<file path="config.mk">
export PLATFORM = sky130hd
export DESIGN_NAME = hit_score_pvp_flat
export DESIGN_NICKNAME = d
export VERILOG_FILES = /design/src/rtl/hit_score_pvp_if.sv /design/src/rtl/hit_score_pvp.sv /design/src/flat_wrapper.sv
export SDC_FILE = /design/constraint.sdc
export NUM_CORES = 1
export LEC_CHECK = 0
export ABC_AREA = 1
export CORE_AREA = 2 2 105 158
export DETAILED_ROUTE_END_ITERATION = 6
export DIE_AREA = 0 0 107 160
export DONT_BUFFER_PORTS = 1
export PLACE_DENSITY = 0.77
export SLEW_MARGIN = 20
export SYNTH_ARGS = -nofsm -noshare
export SYNTH_HDL_FRONTEND = slang
export SYNTH_SLANG_ARGS = --single-unit
</file>
<file path="constraint.sdc">
create_clock -name Clk -period 7.5 [get_ports Clk]
set_clock_uncertainty 0.05 [all_clocks]
set_input_delay 1.125 -clock Clk [delete_from_list [all_inputs] [get_ports Clk]]
set_output_delay 1.125 -clock Clk [all_outputs]
set_load 0.01 [all_outputs]
</file>
<file path="src/rtl/hit_score_pvp_if.sv">
// Bundle of game-side signals between the bullet/player logic and the hit/score block.
// The master drives positions and bullets. The slave returns lives, pulses and game status.
interface hit_score_pvp_if #(
    parameter int NUM_BULLETS = 4
);
    logic                     frame_tick;
    logic                     start_game;
    logic [10*NUM_BULLETS-1:0] bullet1X;
    logic [10*NUM_BULLETS-1:0] bullet1Y;
    logic [NUM_BULLETS-1:0]   bullet1_active;
    logic [10*NUM_BULLETS-1:0] bullet2X;
    logic [10*NUM_BULLETS-1:0] bullet2Y;
    logic [NUM_BULLETS-1:0]   bullet2_active;
    logic [9:0]               player1X;
    logic [9:0]               player1Y;
    logic [9:0]               player2X;
    logic [9:0]               player2Y;
    logic [2:0]               lives_p1;
    logic [2:0]               lives_p2;
    logic                     hit_p1;
    logic                     hit_p2;
    logic [NUM_BULLETS-1:0]   clear1;
    logic [NUM_BULLETS-1:0]   clear2;
    logic                     invuln_p1;
    logic                     invuln_p2;
    logic                     round_reset;
    logic                     game_over;
    logic [1:0]               winner;

    modport master (
        output frame_tick, start_game,
        output bullet1X, bullet1Y, bullet1_active,
        output bullet2X, bullet2Y, bullet2_active,
        output player1X, player1Y, player2X, player2Y,
        input  lives_p1, lives_p2, hit_p1, hit_p2, clear1, clear2,
        input  invuln_p1, invuln_p2, round_reset, game_over, winner
    );

    modport slave (
        input  frame_tick, start_game,
        input  bullet1X, bullet1Y, bullet1_active,
        input  bullet2X, bullet2Y, bullet2_active,
        input  player1X, player1Y, player2X, player2Y,
        output lives_p1, lives_p2, hit_p1, hit_p2, clear1, clear2,
        output invuln_p1, invuln_p2, round_reset, game_over, winner
    );
endinterface

</file>
<file path="src/rtl/hit_score_pvp.sv">
// Two-player bullet/hitbox collision, lives, frame-timed invulnerability and IDLE/PLAY/OVER game control.
// Every output is a register; hits seen at edge n appear after edge n+1.
module hit_score_pvp #(
    parameter int PLAYER_SIZE   = 16,
    parameter int NUM_BULLETS   = 4,
    parameter int START_LIVES   = 3,
    parameter int INVULN_FRAMES = 60
) (
    input logic              Clk,
    input logic              Reset,
    hit_score_pvp_if.slave   bus
);
    localparam int CW = $clog2(INVULN_FRAMES + 1);

    typedef enum logic [1:0] {S_IDLE, S_PLAY, S_OVER} state_t;

    state_t                 r_state;
    logic [2:0]             r_lives1, r_lives2;
    logic                   r_hit1, r_hit2;
    logic [NUM_BULLETS-1:0] r_clear1, r_clear2;
    logic                   r_inv1, r_inv2;
    logic [CW-1:0]          r_cnt1, r_cnt2;
    logic                   r_round;
    logic                   r_over;
    logic [1:0]             r_winner;

    logic [NUM_BULLETS-1:0] w_ov1;   // player-1 bullets overlapping player 2
    logic [NUM_BULLETS-1:0] w_ov2;   // player-2 bullets overlapping player 1
    logic                   w_hit1, w_hit2;
    logic                   w_dead1, w_dead2;

    // Far edges use 11-bit sums so a hitbox near x/y = 1023 does not wrap to 0.
    function automatic logic overlap(input logic act, input logic [9:0] bx, input logic [9:0] by,
                                     input logic [9:0] px, input logic [9:0] py);
        logic [10:0] xe;
        logic [10:0] ye;
        xe = {1'b0, px} + 11'(PLAYER_SIZE);
        ye = {1'b0, py} + 11'(PLAYER_SIZE);
        return act && (bx >= px) && ({1'b0, bx} < xe) && (by >= py) && ({1'b0, by} < ye);
    endfunction

    always_comb begin
        w_ov1 = '0;
        w_ov2 = '0;
        for (int i = 0; i < NUM_BULLETS; i++) begin
            w_ov1[i] = overlap(bus.bullet1_active[i], bus.bullet1X[10*i +: 10], bus.bullet1Y[10*i +: 10],
                               bus.player2X, bus.player2Y);
            w_ov2[i] = overlap(bus.bullet2_active[i], bus.bullet2X[10*i +: 10], bus.bullet2Y[10*i +: 10],
                               bus.player1X, bus.player1Y);
        end
    end

    assign w_hit1  = (r_state == S_PLAY) && (|w_ov2) && !r_inv1;
    assign w_hit2  = (r_state == S_PLAY) && (|w_ov1) && !r_inv2;
    assign w_dead1 = w_hit1 && (r_lives1 == 3'd1);
    assign w_dead2 = w_hit2 && (r_lives2 == 3'd1);

    always_ff @(posedge Clk) begin
        if (Reset) begin
            r_state  <= S_IDLE;
            r_lives1 <= 3'(START_LIVES);
            r_lives2 <= 3'(START_LIVES);
            r_hit1   <= 1'b0;
            r_hit2   <= 1'b0;
            r_clear1 <= '0;
            r_clear2 <= '0;
            r_inv1   <= 1'b0;
            r_inv2   <= 1'b0;
            r_cnt1   <= '0;
            r_cnt2   <= '0;
            r_round  <= 1'b0;
            r_over   <= 1'b0;
            r_winner <= 2'b00;
        end else begin
            r_hit1   <= 1'b0;
            r_hit2   <= 1'b0;
            r_clear1 <= '0;
            r_clear2 <= '0;
            r_round  <= 1'b0;
            case (r_state)
                S_IDLE, S_OVER: begin
                    if (bus.start_game) begin
                        r_state  <= S_PLAY;
                        r_round  <= 1'b1;
                        r_lives1 <= 3'(START_LIVES);
                        r_lives2 <= 3'(START_LIVES);
                        r_inv1   <= 1'b0;
                        r_inv2   <= 1'b0;
                        r_cnt1   <= '0;
                        r_cnt2   <= '0;
                        r_over   <= 1'b0;
                        r_winner <= 2'b00;
                    end
                end
                S_PLAY: begin
                    // A fresh hit reloads the timer even if frame_tick arrives in the same cycle.
                    if (w_hit1) begin
                        r_hit1   <= 1'b1;
                        r_lives1 <= r_lives1 - 3'd1;
                        r_inv1   <= 1'b1;
                        r_cnt1   <= CW'(INVULN_FRAMES);
                        r_clear2 <= w_ov2;
                    end else if (r_inv1) begin
                        if (r_cnt1 == '0)
                            r_inv1 <= 1'b0;
                        else if (bus.frame_tick)
                            r_cnt1 <= r_cnt1 - CW'(1);
                    end

                    if (w_hit2) begin
                        r_hit2   <= 1'b1;
                        r_lives2 <= r_lives2 - 3'd1;
                        r_inv2   <= 1'b1;
                        r_cnt2   <= CW'(INVULN_FRAMES);
                        r_clear1 <= w_ov1;
                    end else if (r_inv2) begin
                        if (r_cnt2 == '0)
                            r_inv2 <= 1'b0;
                        else if (bus.frame_tick)
                            r_cnt2 <= r_cnt2 - CW'(1);
                    end

                    // winner bit 1 = P2 wins (P1 died), bit 0 = P1 wins (P2 died).
                    if (w_dead1 || w_dead2) begin
                        r_state  <= S_OVER;
                        r_over   <= 1'b1;
                        r_winner <= {w_dead1, w_dead2};
                    end
                end
                default: r_state <= S_IDLE;
            endcase
        end
    end

    assign bus.lives_p1    = r_lives1;
    assign bus.lives_p2    = r_lives2;
    assign bus.hit_p1      = r_hit1;
    assign bus.hit_p2      = r_hit2;
    assign bus.clear1      = r_clear1;
    assign bus.clear2      = r_clear2;
    assign bus.invuln_p1   = r_inv1;
    assign bus.invuln_p2   = r_inv2;
    assign bus.round_reset = r_round;
    assign bus.game_over   = r_over;
    assign bus.winner      = r_winner;
endmodule

</file>
<file path="src/flat_wrapper.sv">
// flat-port wrapper written by rule: the top's interface ports become plain ports
module hit_score_pvp_flat 
#(
    parameter int PLAYER_SIZE   = 16,
    parameter int NUM_BULLETS   = 4,
    parameter int START_LIVES   = 3,
    parameter int INVULN_FRAMES = 60
)
  (Clk, Reset, bus_frame_tick, bus_start_game, bus_bullet1X, bus_bullet1Y, bus_bullet1_active, bus_bullet2X, bus_bullet2Y, bus_bullet2_active, bus_player1X, bus_player1Y, bus_player2X, bus_player2Y, bus_lives_p1, bus_lives_p2, bus_hit_p1, bus_hit_p2, bus_clear1, bus_clear2, bus_invuln_p1, bus_invuln_p2, bus_round_reset, bus_game_over, bus_winner);
  hit_score_pvp_if #(.NUM_BULLETS(NUM_BULLETS)) bus_i ();
  input logic Clk;
  input logic Reset;
  input wire logic [$bits(bus_i.frame_tick)-1:0] bus_frame_tick;
  input wire logic [$bits(bus_i.start_game)-1:0] bus_start_game;
  input wire logic [$bits(bus_i.bullet1X)-1:0] bus_bullet1X;
  input wire logic [$bits(bus_i.bullet1Y)-1:0] bus_bullet1Y;
  input wire logic [$bits(bus_i.bullet1_active)-1:0] bus_bullet1_active;
  input wire logic [$bits(bus_i.bullet2X)-1:0] bus_bullet2X;
  input wire logic [$bits(bus_i.bullet2Y)-1:0] bus_bullet2Y;
  input wire logic [$bits(bus_i.bullet2_active)-1:0] bus_bullet2_active;
  input wire logic [$bits(bus_i.player1X)-1:0] bus_player1X;
  input wire logic [$bits(bus_i.player1Y)-1:0] bus_player1Y;
  input wire logic [$bits(bus_i.player2X)-1:0] bus_player2X;
  input wire logic [$bits(bus_i.player2Y)-1:0] bus_player2Y;
  output wire logic [$bits(bus_i.lives_p1)-1:0] bus_lives_p1;
  output wire logic [$bits(bus_i.lives_p2)-1:0] bus_lives_p2;
  output wire logic [$bits(bus_i.hit_p1)-1:0] bus_hit_p1;
  output wire logic [$bits(bus_i.hit_p2)-1:0] bus_hit_p2;
  output wire logic [$bits(bus_i.clear1)-1:0] bus_clear1;
  output wire logic [$bits(bus_i.clear2)-1:0] bus_clear2;
  output wire logic [$bits(bus_i.invuln_p1)-1:0] bus_invuln_p1;
  output wire logic [$bits(bus_i.invuln_p2)-1:0] bus_invuln_p2;
  output wire logic [$bits(bus_i.round_reset)-1:0] bus_round_reset;
  output wire logic [$bits(bus_i.game_over)-1:0] bus_game_over;
  output wire logic [$bits(bus_i.winner)-1:0] bus_winner;
  assign bus_i.frame_tick = bus_frame_tick;
  assign bus_i.start_game = bus_start_game;
  assign bus_i.bullet1X = bus_bullet1X;
  assign bus_i.bullet1Y = bus_bullet1Y;
  assign bus_i.bullet1_active = bus_bullet1_active;
  assign bus_i.bullet2X = bus_bullet2X;
  assign bus_i.bullet2Y = bus_bullet2Y;
  assign bus_i.bullet2_active = bus_bullet2_active;
  assign bus_i.player1X = bus_player1X;
  assign bus_i.player1Y = bus_player1Y;
  assign bus_i.player2X = bus_player2X;
  assign bus_i.player2Y = bus_player2Y;
  assign bus_lives_p1 = bus_i.lives_p1;
  assign bus_lives_p2 = bus_i.lives_p2;
  assign bus_hit_p1 = bus_i.hit_p1;
  assign bus_hit_p2 = bus_i.hit_p2;
  assign bus_clear1 = bus_i.clear1;
  assign bus_clear2 = bus_i.clear2;
  assign bus_invuln_p1 = bus_i.invuln_p1;
  assign bus_invuln_p2 = bus_i.invuln_p2;
  assign bus_round_reset = bus_i.round_reset;
  assign bus_game_over = bus_i.game_over;
  assign bus_winner = bus_i.winner;
  hit_score_pvp #(.PLAYER_SIZE(PLAYER_SIZE), .NUM_BULLETS(NUM_BULLETS), .START_LIVES(START_LIVES), .INVULN_FRAMES(INVULN_FRAMES)) u_core (.Clk(Clk), .Reset(Reset), .bus(bus_i));
endmodule
</file>
# ---- After elaboration in Yosys (flattened, before gate mapping)
# Index checks and enable logic that the tools add are counted.
# W data, S select, Z words.
dict set report op_classes {
  add_sub_neg 8
  multipliers 0
  div_mod_pow 0
  n_lt_le_gt_ge 32
  eq_ne 14
  shift 0
  n_mux 36
  bitwise 4
  reduce_logical 59
}
# operator count
set op_table {}
lappend op_table {{$lt A10 B11 Y1} 16}
lappend op_table {{$ge A10 B10 Y1} 16}
lappend op_table {{$mux W6} 9}
lappend op_table {{$add A10 B5 Y11 const B} 4}
lappend op_table {{$logic_and A1 B1 Y1} 38}
lappend op_table {{$pmux W6 S2} 2}
lappend op_table {{$logic_not A6 Y1} 2}
lappend op_table {{$ne A3 B2 Y1 const B} 4}
lappend op_table {{$pmux W3 S2} 2}
lappend op_table {{$sub A6 B1 Y6 const B} 2}
lappend op_table {{$mux W1} 11}
lappend op_table {{$reduce_and A5 Y1} 2}
lappend op_table {{$mux W3} 3}
lappend op_table {{$reduce_and A3 Y1} 3}
lappend op_table {{$mux W2} 4}
lappend op_table {{$pmux W2 S2} 2}
lappend op_table {{$reduce_or A4 Y1} 2}
lappend op_table {{$eq A3 B1 Y1 const B} 2}
lappend op_table {{$ne A3 B1 Y1 const B} 2}
lappend op_table {{$pmux W1 S2} 3}
lappend op_table {{$reduce_or A2 Y1} 3}
lappend op_table {{$reduce_or A3 Y1} 2}
lappend op_table {{$sub A3 B1 Y3 const B} 2}
lappend op_table {{$ne A2 B1 Y1 const B} 2}
lappend op_table {{9 further kinds} 15}
dict set report word_totals {
  ff_bits 36
  latchBits 0
  mem_bits_rw 0
  rom_bits 0
  in_bits 212
  out_inout_bits 22
  elab_cells 167
  mem_count 0
}

# ---- Longest topological paths before layout
# Gate-level depths: netlist of run 1.
dict set report logic_depth {
  ltp_word 12
  mapped_depth 21
  ltp_nobuf 21
}

# ---- Least setup slack after synthesis of run 1
# Ideal clock, no wire load.
dict set report synth_path {
  kind {input port to flip-flop}
  start {input bus_player2Y[4]}
  end {register u_core.r_cnt2[0]}
  setup_ps 113
  arrival_time_ps 3227
  t_required_ps 7337
  path_slack_ps 4109
  stages 19
  path_buffers 0
  cell_sequence {ha_1 > nand2_1 > o21ai_0 > o21ai_0 > ha_1 > nand2_1 > nand3b_1 > nor2_1 > nor2_1 > nand3_1 > nor2_1 > nand3_1 > nand2_2 > o21ai_4 > nand2_2 > nand3_4 > nand2_1 > nand2_1 > nor2_1}
}
dict set report synth_between {
  elab_chain_cells 8
  word_cells_on_any_way 26
  cone_classes {add/sub (1); order compare (8); eq/ne (3); mux (2); reduce/logical (12)}
}
# element line
set synth_lines {}
lappend synth_lines {{start, declared} flat_wrapper.sv:24} ;# input wire logic [$bits(bus_i.player2Y)-1:0] bus_player2Y;
lappend synth_lines {{$add A10 B5 Y11 or $ge A10 B10 Y1 (tied branches)} {hit_score_pvp.sv:38, hit_score_pvp.sv:39}}
lappend synth_lines {{$lt A10 B11 Y1 or $logic_and A1 B1 Y1 (tied branches)} hit_score_pvp.sv:39} ;# return act && (bx >= px) && ({1'b0, bx} < xe) && (by >= py) && ({1'b0, by} < ye);
lappend synth_lines {{$logic_and A1 B1 Y1} hit_score_pvp.sv:39}
lappend synth_lines {{$reduce_or A4 Y1 (*)} hit_score_pvp.sv:54} ;# assign w_hit2 = (r_state == S_PLAY) && (|w_ov1) && !r_inv2;
lappend synth_lines {{$logic_and A1 B1 Y1 (*) (2 in series)} hit_score_pvp.sv:54}
lappend synth_lines {{$ne A3 B1 Y1 (no line), or another cell as far along} n/a}
lappend synth_lines {{$reduce_and A5 Y1 (no line) or $pmux W6 S2 (tied branches)} n/a}
lappend synth_lines {{end signal, assigned} hit_score_pvp.sv:114} ;# r_cnt2 <= CW'(INVULN_FRAMES);
lappend synth_lines {{end signal, assigned} hit_score_pvp.sv:120} ;# r_cnt2 <= r_cnt2 - CW'(1);
lappend synth_lines {{end, declared} hit_score_pvp.sv:22} ;# logic [CW-1:0] r_cnt1, r_cnt2;
# Every way passes the cells marked *; elsewhere a longest branch is shown, timed or not.
# A chain may end at the register's enable or synchronous reset.

# ---- Worst setup path in the final report of run 1
dict set report layout_path {
  start {input bus_player2Y[4]}
  end {register u_core.r_winner[1], in the netlist u_core.bus.winner[1]}
}
dict set report layout_between {
  elab_chain_cells 10
  word_cells_on_any_way 24
  cone_classes {add/sub (1); order compare (8); eq/ne (1); reduce/logical (14)}
}
# element line
set layout_lines {}
lappend layout_lines {{$add A10 B5 Y11 or $ge A10 B10 Y1 (tied branches)} {hit_score_pvp.sv:38, hit_score_pvp.sv:39}}
lappend layout_lines {{$lt A10 B11 Y1 or $logic_and A1 B1 Y1 (tied branches)} hit_score_pvp.sv:39}
lappend layout_lines {{$logic_and A1 B1 Y1} hit_score_pvp.sv:39}
lappend layout_lines {{$reduce_or A4 Y1 (*)} hit_score_pvp.sv:54}
lappend layout_lines {{$logic_and A1 B1 Y1 (*) (2 in series)} hit_score_pvp.sv:54}
lappend layout_lines {{$logic_and A1 B1 Y1 (*)} hit_score_pvp.sv:56} ;# assign w_dead2 = w_hit2 && (r_lives2 == 3'd1);
lappend layout_lines {{$logic_or A1 B1 Y1 (*)} hit_score_pvp.sv:124} ;# if (w_dead1 || w_dead2) begin
lappend layout_lines {{$ne A2 B2 Y1 (no line) (*)} n/a}
lappend layout_lines {{$reduce_and A3 Y1 (no line) (*)} n/a}
lappend layout_lines {{end signal, assigned} hit_score_pvp.sv:127} ;# r_winner <= {w_dead1, w_dead2};
lappend layout_lines {{end, declared} hit_score_pvp.sv:25} ;# logic [1:0] r_winner;
# Marks and branches as above.

==> flow_metrics.env, run 1 <==
export IMPL_synthArstFlopShare_pct=0
export IMPL_hold_viol=0
export IMPL_min_period_over_period_pct=48.7
export IMPL_htree_num_levels=2
export IMPL_grt_pass1_wl_um=38300
export IMPL_setup_violations_final=0
export IMPL_netlist_top_cells_count="325 x nand2_1, 252 x ha_1, 184 x inv_1"
export IMPL_cellLeakagePower_nw=5.03
export IMPL_core_mm2=0.0159
export IMPL_vias=8553
export IMPL_cts_sinks=36
export IMPL_crit_chain="ha_1 > nand2_1 > o21ai_0 > ha_1 > a21oi_1 > o21ai_0 > nor2_1 > nand3_1 > nor2_1 > nand3_1 > nand2_2 > inv_1 > nand2_1 > nand3_1 > nand3_1 > nand2_1 > nand2_1 > a21oi_1"
export IMPL_drv_slew=0
export IMPL_place_hpwl_um=20800
export IMPL_yosysTopAreaCell="ha_1"
export IMPL_max_freq_ghz=0.274
export IMPL_yosysTopAreaCellShare_pct=36.3
export IMPL_cap_violations=0
export IMPL_ant_nets=0
export IMPL_worstMarginPinSlew_ns=0.614
export IMPL_nets=1795
export IMPL_power_density_mw_per_mm2=103
export IMPL_syn_nets=1792
export IMPL_grt_pass1_vias=8318
export IMPL_clk_pin_slew_ns=0.05
export IMPL_clockBufferDepth=2
export IMPL_p_sw_uw=392
export IMPL_netlist_area_mm2=0.00869
export IMPL_yosysUniqueCellTypes=43
export IMPL_grt_overflow=0
export IMPL_power_total_uw=932
export IMPL_rsz0062_at_grt="no"
export IMPL_cts_resized=0
export IMPL_syn_inst=1328
export IMPL_cp_data_required_time_ns=7.62
export IMPL_outcome="completed"
export IMPL_die_x_um=107
export IMPL_die_area_mm2=0.0171
export IMPL_postCtsSetupBuffers=0
export IMPL_drc=0
export IMPL_syn_avg_cell_area_um2=6.55
export IMPL_rows=57
export IMPL_yosysMostFrequentCell="nand2_1"
export IMPL_cp_slowest_cell="o21ai_0"
export IMPL_end_kind="register"
export IMPL_start_util_pct=54.7
export IMPL_seqPwrFrac_pct=22.5
export IMPL_dp_cells=1530
export IMPL_period_needed_ns=3.65
export IMPL_finalSetupTns_ns=0
export IMPL_drt_first_pass_iters=5
export IMPL_arrival_ns=3.77
export IMPL_seqCellArea_um2=721
export IMPL_drt_total_wl_um=23600
export IMPL_switching_share_pct=42.1
export IMPL_antenna_found_initial=0
export IMPL_cts_tree="built"
export IMPL_worstSetupStartpointType="input port"
export IMPL_slowest_delay_ns=0.51
export IMPL_path_class="input port to register"
export IMPL_slew_headroom_pct=58.6
export IMPL_place_congestion=0.928
export IMPL_initialDrtViolationCount=361
export IMPL_ios=234
export IMPL_ys_warn_count=0
export IMPL_ir_worst_vdd_v=0.000128
export IMPL_antennaDiodeCount=0
export IMPL_cts_buffers=5
export IMPL_numPortBuffers=0
export IMPL_pwr_share_clk_pct=22.6
export IMPL_holdCritPathClass="register to register"
export IMPL_combPwrFrac_pct=54.9
export IMPL_die_h_um=160
export IMPL_worstSkewPairLatency_ns=0.28
export IMPL_hold_slack_ns=0.449
export IMPL_multi_input_area_mm2=0.00724
export IMPL_area_delta_synth_final_pct=4.46
export IMPL_ys_seq_area_share_pct=8.29
export IMPL_worst_path_max_fanout=7
export IMPL_worst_path_buf_inv=1
export IMPL_synth_area_leaders="ha_1 36%, nand2_1 14%, dfxtp_1 8.3%"
export IMPL_grt_usage_pct=27.3
export IMPL_ys_seq_elements=36
export IMPL_synth_edf_count=0
export IMPL_fin_area_mm2=0.00908
export IMPL_root_buffer="clkbuf_16"
export IMPL_ys_flop_type="dfxtp_1"
export IMPL_postCtsHoldBufs=0
export IMPL_viasPerCell=5.56
export IMPL_path_delay_family="simple AND/OR/NAND/NOR gates"
export IMPL_instances_no_fill=1538
export IMPL_routedWlPerCell_um=15.4
export IMPL_place_area_mm2=0.00893
export IMPL_fillerInstances=1574
export IMPL_grt_max_degree=17
export IMPL_drive_gt1_share_pct=3.30
export IMPL_p_int_uw=540
[placed cells by master (no fill, tap or decap), types with 3 or more instances in the layout]
master     netlist  routed
xnor2_1          7       7
xor2_1           9       9
nor2_1         150     150
or2_2            4       4
or2_0            5       5
nor4_1           3       3
nand3_1         40      40
dfxtp_1         36      36
o21ai_1          8       8
nand3b_1        14      14
nor3_1           7       7
nand4_1         39      39
nand2_2          7       7
clkbuf_16        0       5
o21ai_0         36      36
nand3_2          8       8
a21oi_1        118     118
o21a_1          19      19
o21bai_1         9       9
nand2_1        325     325
inv_1          184     184
inv_2            3       3
o211ai_1         5       5
nand2_4          4       4
ha_1           252     252
a21o_1          10      10
[power groups by stage]
stage / combinational (mW) / clock (mW) / sequential [mW]
after global placement: 0.491 / 0 / 0.214
after detailed placement: 0.507 / 0 / 0.214
after floorplan: 0.407 / 0 / 0.212
after CTS: 0.511 / 0.211 / 0.210
after global routing: 0.599 / 0.220 / 0.211
final: 0.511 / 0.211 / 0.210
[logic make-up after synthesis]
kind of cell    after synthesis  share of synthesized area, %
simple gates                614                          31.1
flops                        36                          8.29
buf+inv                     193                          8.39
compound gates              216                          14.2
fa+ha+maj                   252                          36.3
xor+xnor                     17                          1.80
[metrics by stage]
stage	utilization, %	worst slack, ns
floorplan	-	4.11
global placement	56.2	3.63
detailed placement	56.2	3.52
CTS	57.1	3.81
global route	57.1	3.49
finish	57.1	3.85
[area by class of cell]
type,count,share of cell area [%]
Clock buffer,8,1.61
Inverter,188,7.77
Multi-Input combinational cell,1099,79.8
Sequential cell,36,7.94
Tap cell,206,2.84
Timing Repair Buffer,1,0.0827
[worst min-delay path, stage by stage (launching register included)]
cell	delay, ns
dfxtp_1	0.33
nand2_1	0.07
a21oi_1	0.05
[state kept, by name (all words and copies together) (netlist names)]
name and flops:
u_core.bus.game_over 1, u_core.r_cnt1 6, u_core.bus.hit_p2 1, u_core.bus.invuln_p2 1, u_core.bus.clear1 4, u_core.bus.hit_p1 1, u_core.bus.lives_p1 3, u_core.bus.winner 2
u_core.bus.lives_p2 3, u_core.r_state 2, u_core.r_cnt2 6, u_core.bus.clear2 4, u_core.bus.invuln_p1 1, u_core.bus.round_reset 1
[metal layers]
metal	GRT usage (%)	vias to the layer above	wire, µm
li1	-	4465	-
met1	28.9	3755	9040
met5	0	-	0
met3	6.00	72	1680
met4	10.9	0	986
met2	51.4	261	11900
[path summary, 6_finish.rpt]
check                                          from                                 to  slack [ns]  depth (start not counted)
setup / recovery                    bus_player2Y[4]  u_core.bus.winner[1]$_SDFFE_PP0P_        3.85                         18
hold / removal    u_core.bus.game_over$_SDFFE_PP0P_  u_core.bus.game_over$_SDFFE_PP0P_        0.45                          2
setup reg to reg     u_core.r_state[0]$_SDFFE_PP0P_      u_core.r_cnt1[4]$_SDFFE_PP0P_        5.64                         12
hold reg to reg   u_core.bus.game_over$_SDFFE_PP0P_  u_core.bus.game_over$_SDFFE_PP0P_        0.45                          2
(Power assumes the default switching activity.)
==> run 2, diff against run 1 <==
- clock period: 7.5 -> 3.7 ns (I/O delays scaled with it)
==> flow_metrics.env, run 2 (synthesized netlist as in run 1, its figures left out) <==
export IMPL_finalSetupTns_ns=0
export IMPL_antenna_found_initial=0
export IMPL_cts_buffers=5
export IMPL_crit_chain="ha_1 > nand2_1 > o21ai_0 > ha_1 > a21oi_1 > o21ai_0 > nor2_1 > nand3_1 > nor2_1 > nand3_1 > nand2_2 > o21ai_4 > nand2_2 > nand3_4 > nand2_1 > nand2_1 > nor2_1"
export IMPL_core_mm2=0.0159
export IMPL_area_delta_synth_final_pct=4.40
export IMPL_cap_violations=0
export IMPL_postCtsSetupBuffers=0
export IMPL_hold_slack_ns=0.285
export IMPL_root_buffer="clkbuf_16"
export IMPL_die_area_mm2=0.0171
export IMPL_clk_pin_slew_ns=0.05
export IMPL_nets=1796
export IMPL_outcome="completed"
export IMPL_worst_path_max_fanout=10
export IMPL_cellLeakagePower_nw=5.03
export IMPL_combPwrFrac_pct=55.9
export IMPL_p_int_mw=1.07
export IMPL_switching_share_pct=42.5
export IMPL_drive_gt1_share_pct=3.38
export IMPL_drt_first_pass_iters=4
export IMPL_postCtsHoldBufs=0
export IMPL_htree_num_levels=2
export IMPL_place_congestion=0.942
export IMPL_seqPwrFrac_pct=22.9
export IMPL_cts_resized=0
export IMPL_slew_headroom_pct=56.8
export IMPL_initialDrtViolationCount=340
export IMPL_final_common_cell="nand2_1"
export IMPL_rows=57
export IMPL_power_total_mw=1.86
export IMPL_end_kind="register"
export IMPL_cts_tree="built"
export IMPL_numPortBuffers=0
export IMPL_max_freq_ghz=0.329
export IMPL_routedWlPerCell_um=15.3
export IMPL_cts_sinks=36
export IMPL_p_sw_uw=789
export IMPL_vias=8486
export IMPL_place_hpwl_um=20900
export IMPL_power_density_mw_per_mm2=205
export IMPL_ir_worst_vdd_v=0.000279
export IMPL_worstSetupStartpointType="input port"
export IMPL_grt_overflow=0
export IMPL_start_util_pct=54.7
export IMPL_slowest_delay_ns=0.52
export IMPL_rsz0062_at_grt="no"
export IMPL_worstMarginPinSlew_ns=0.641
export IMPL_top_regs="u_core.r_cnt1 (6), u_core.r_cnt2 (6)"
export IMPL_drc=0
export IMPL_grt_usage_pct=27.5
export IMPL_pwr_share_clk_pct=21.2
export IMPL_cp_data_required_time_ns=3.86
export IMPL_die_h_um=160
export IMPL_ant_nets=0
export IMPL_hold_viol=0
export IMPL_grt_pass1_wl_um=38400
export IMPL_grt_pass1_vias=8140
export IMPL_viasPerCell=5.52
export IMPL_final_cell_mix="325 x nand2_1, 252 x ha_1, 184 x inv_1"
export IMPL_grt_max_degree=17
export IMPL_holdCritPathClass="input port to register"
export IMPL_path_delay_family="simple AND/OR/NAND/NOR gates"
export IMPL_min_period_over_period_pct=82.2
export IMPL_clockBufferDepth=2
export IMPL_die_x_um=107
export IMPL_ios=234
export IMPL_setup_violations_final=0
export IMPL_drv_slew=0
export IMPL_arrival_ns=3.21
export IMPL_path_class="input port to register"
export IMPL_antennaDiodeCount=0
export IMPL_worst_path_buf_inv=0
export IMPL_period_needed_ns=3.04
export IMPL_cp_slowest_cell="o21ai_0"
export IMPL_worstSkewPairLatency_ns=0.28
export IMPL_drt_total_wl_um=23600
==> run 2: cell types whose count changed in the layout (fill, tap and decap cells not counted), sizes merged <==
cell,change
clkbuf,-2
buf,+1
clkinv,+1
==> run 2: metal layers <==
| layer | global-route usage [%] | up-vias | part of all wire, % |
|---|---|---|---|
| li1 | - | 4472 | - |
| met1 | 29.9 | 3719 | 39 |
| met2 | 51.0 | 238 | 51 |
| met3 | 6.08 | 57 | 6.6 |
| met4 | 9.98 | 0 | 4.0 |
| met5 | 0 | - | 0 |
==> run 2: cell type report <==
class                      count  area (µm²)
multi-input combinational   1099        7240
fill                        1562        6830
sequential                    36         721
inverter                     188         706
tap                          206         258
clock buffer                   6         129
timing repair buffer           2        15.0
clock inverter                 1        5.00
==> run 2: final timing paths <==
path / start / to / slack, ns / depth (start not counted)
max reg2reg: u_core.r_state[0]$_SDFFE_PP0P_ / u_core.r_cnt2[4]$_SDFFE_PP0P_ / 1.79 / 11
min reg2reg: u_core.r_cnt1[2]$_SDFFE_PP0P_ / u_core.r_cnt1[2]$_SDFFE_PP0P_ / 0.47 / 2
min: Reset / u_core.r_cnt2[2]$_SDFFE_PP0P_ / 0.28 / 1
max: bus_player2Y[4] / u_core.r_cnt2[4]$_SDFFE_PP0P_ / 0.66 / 17
==> run 2: power groups by stage <==
stage	registers [mW]	clock network (mW)	logic, mW
floorplan	0.429	0	0.825
global placement	0.433	0	0.999
detailed placement	0.434	0	1.03
CTS	0.426	0.396	1.04
global route	0.427	0.414	1.22
finish	0.426	0.395	1.04
==> run 2: worst reg2reg max path: cells and delay by family, from the launching register on <==
family / cells / cell delay [ns]
simple gates: 7 / 0.88
buf+inv: 3 / 0.43
compound gates: 1 / 0.17
flops: 1 / 0.32
==> run 2: metrics by stage <==
stage / util (%) / area [µm²] / cells / setup slack (ns)
floorplan: - / 8690 / 1328 / 0.879
global placement: 56.2 / 8940 / 1531 / 0.409
detailed placement: 56.2 / 8940 / 1531 / 0.381
CTS: 57.1 / 9070 / 1538 / 0.652
global route: 57.1 / 9070 / 1538 / 0.376
finish: 57.1 / 9070 / 1538 / 0.658
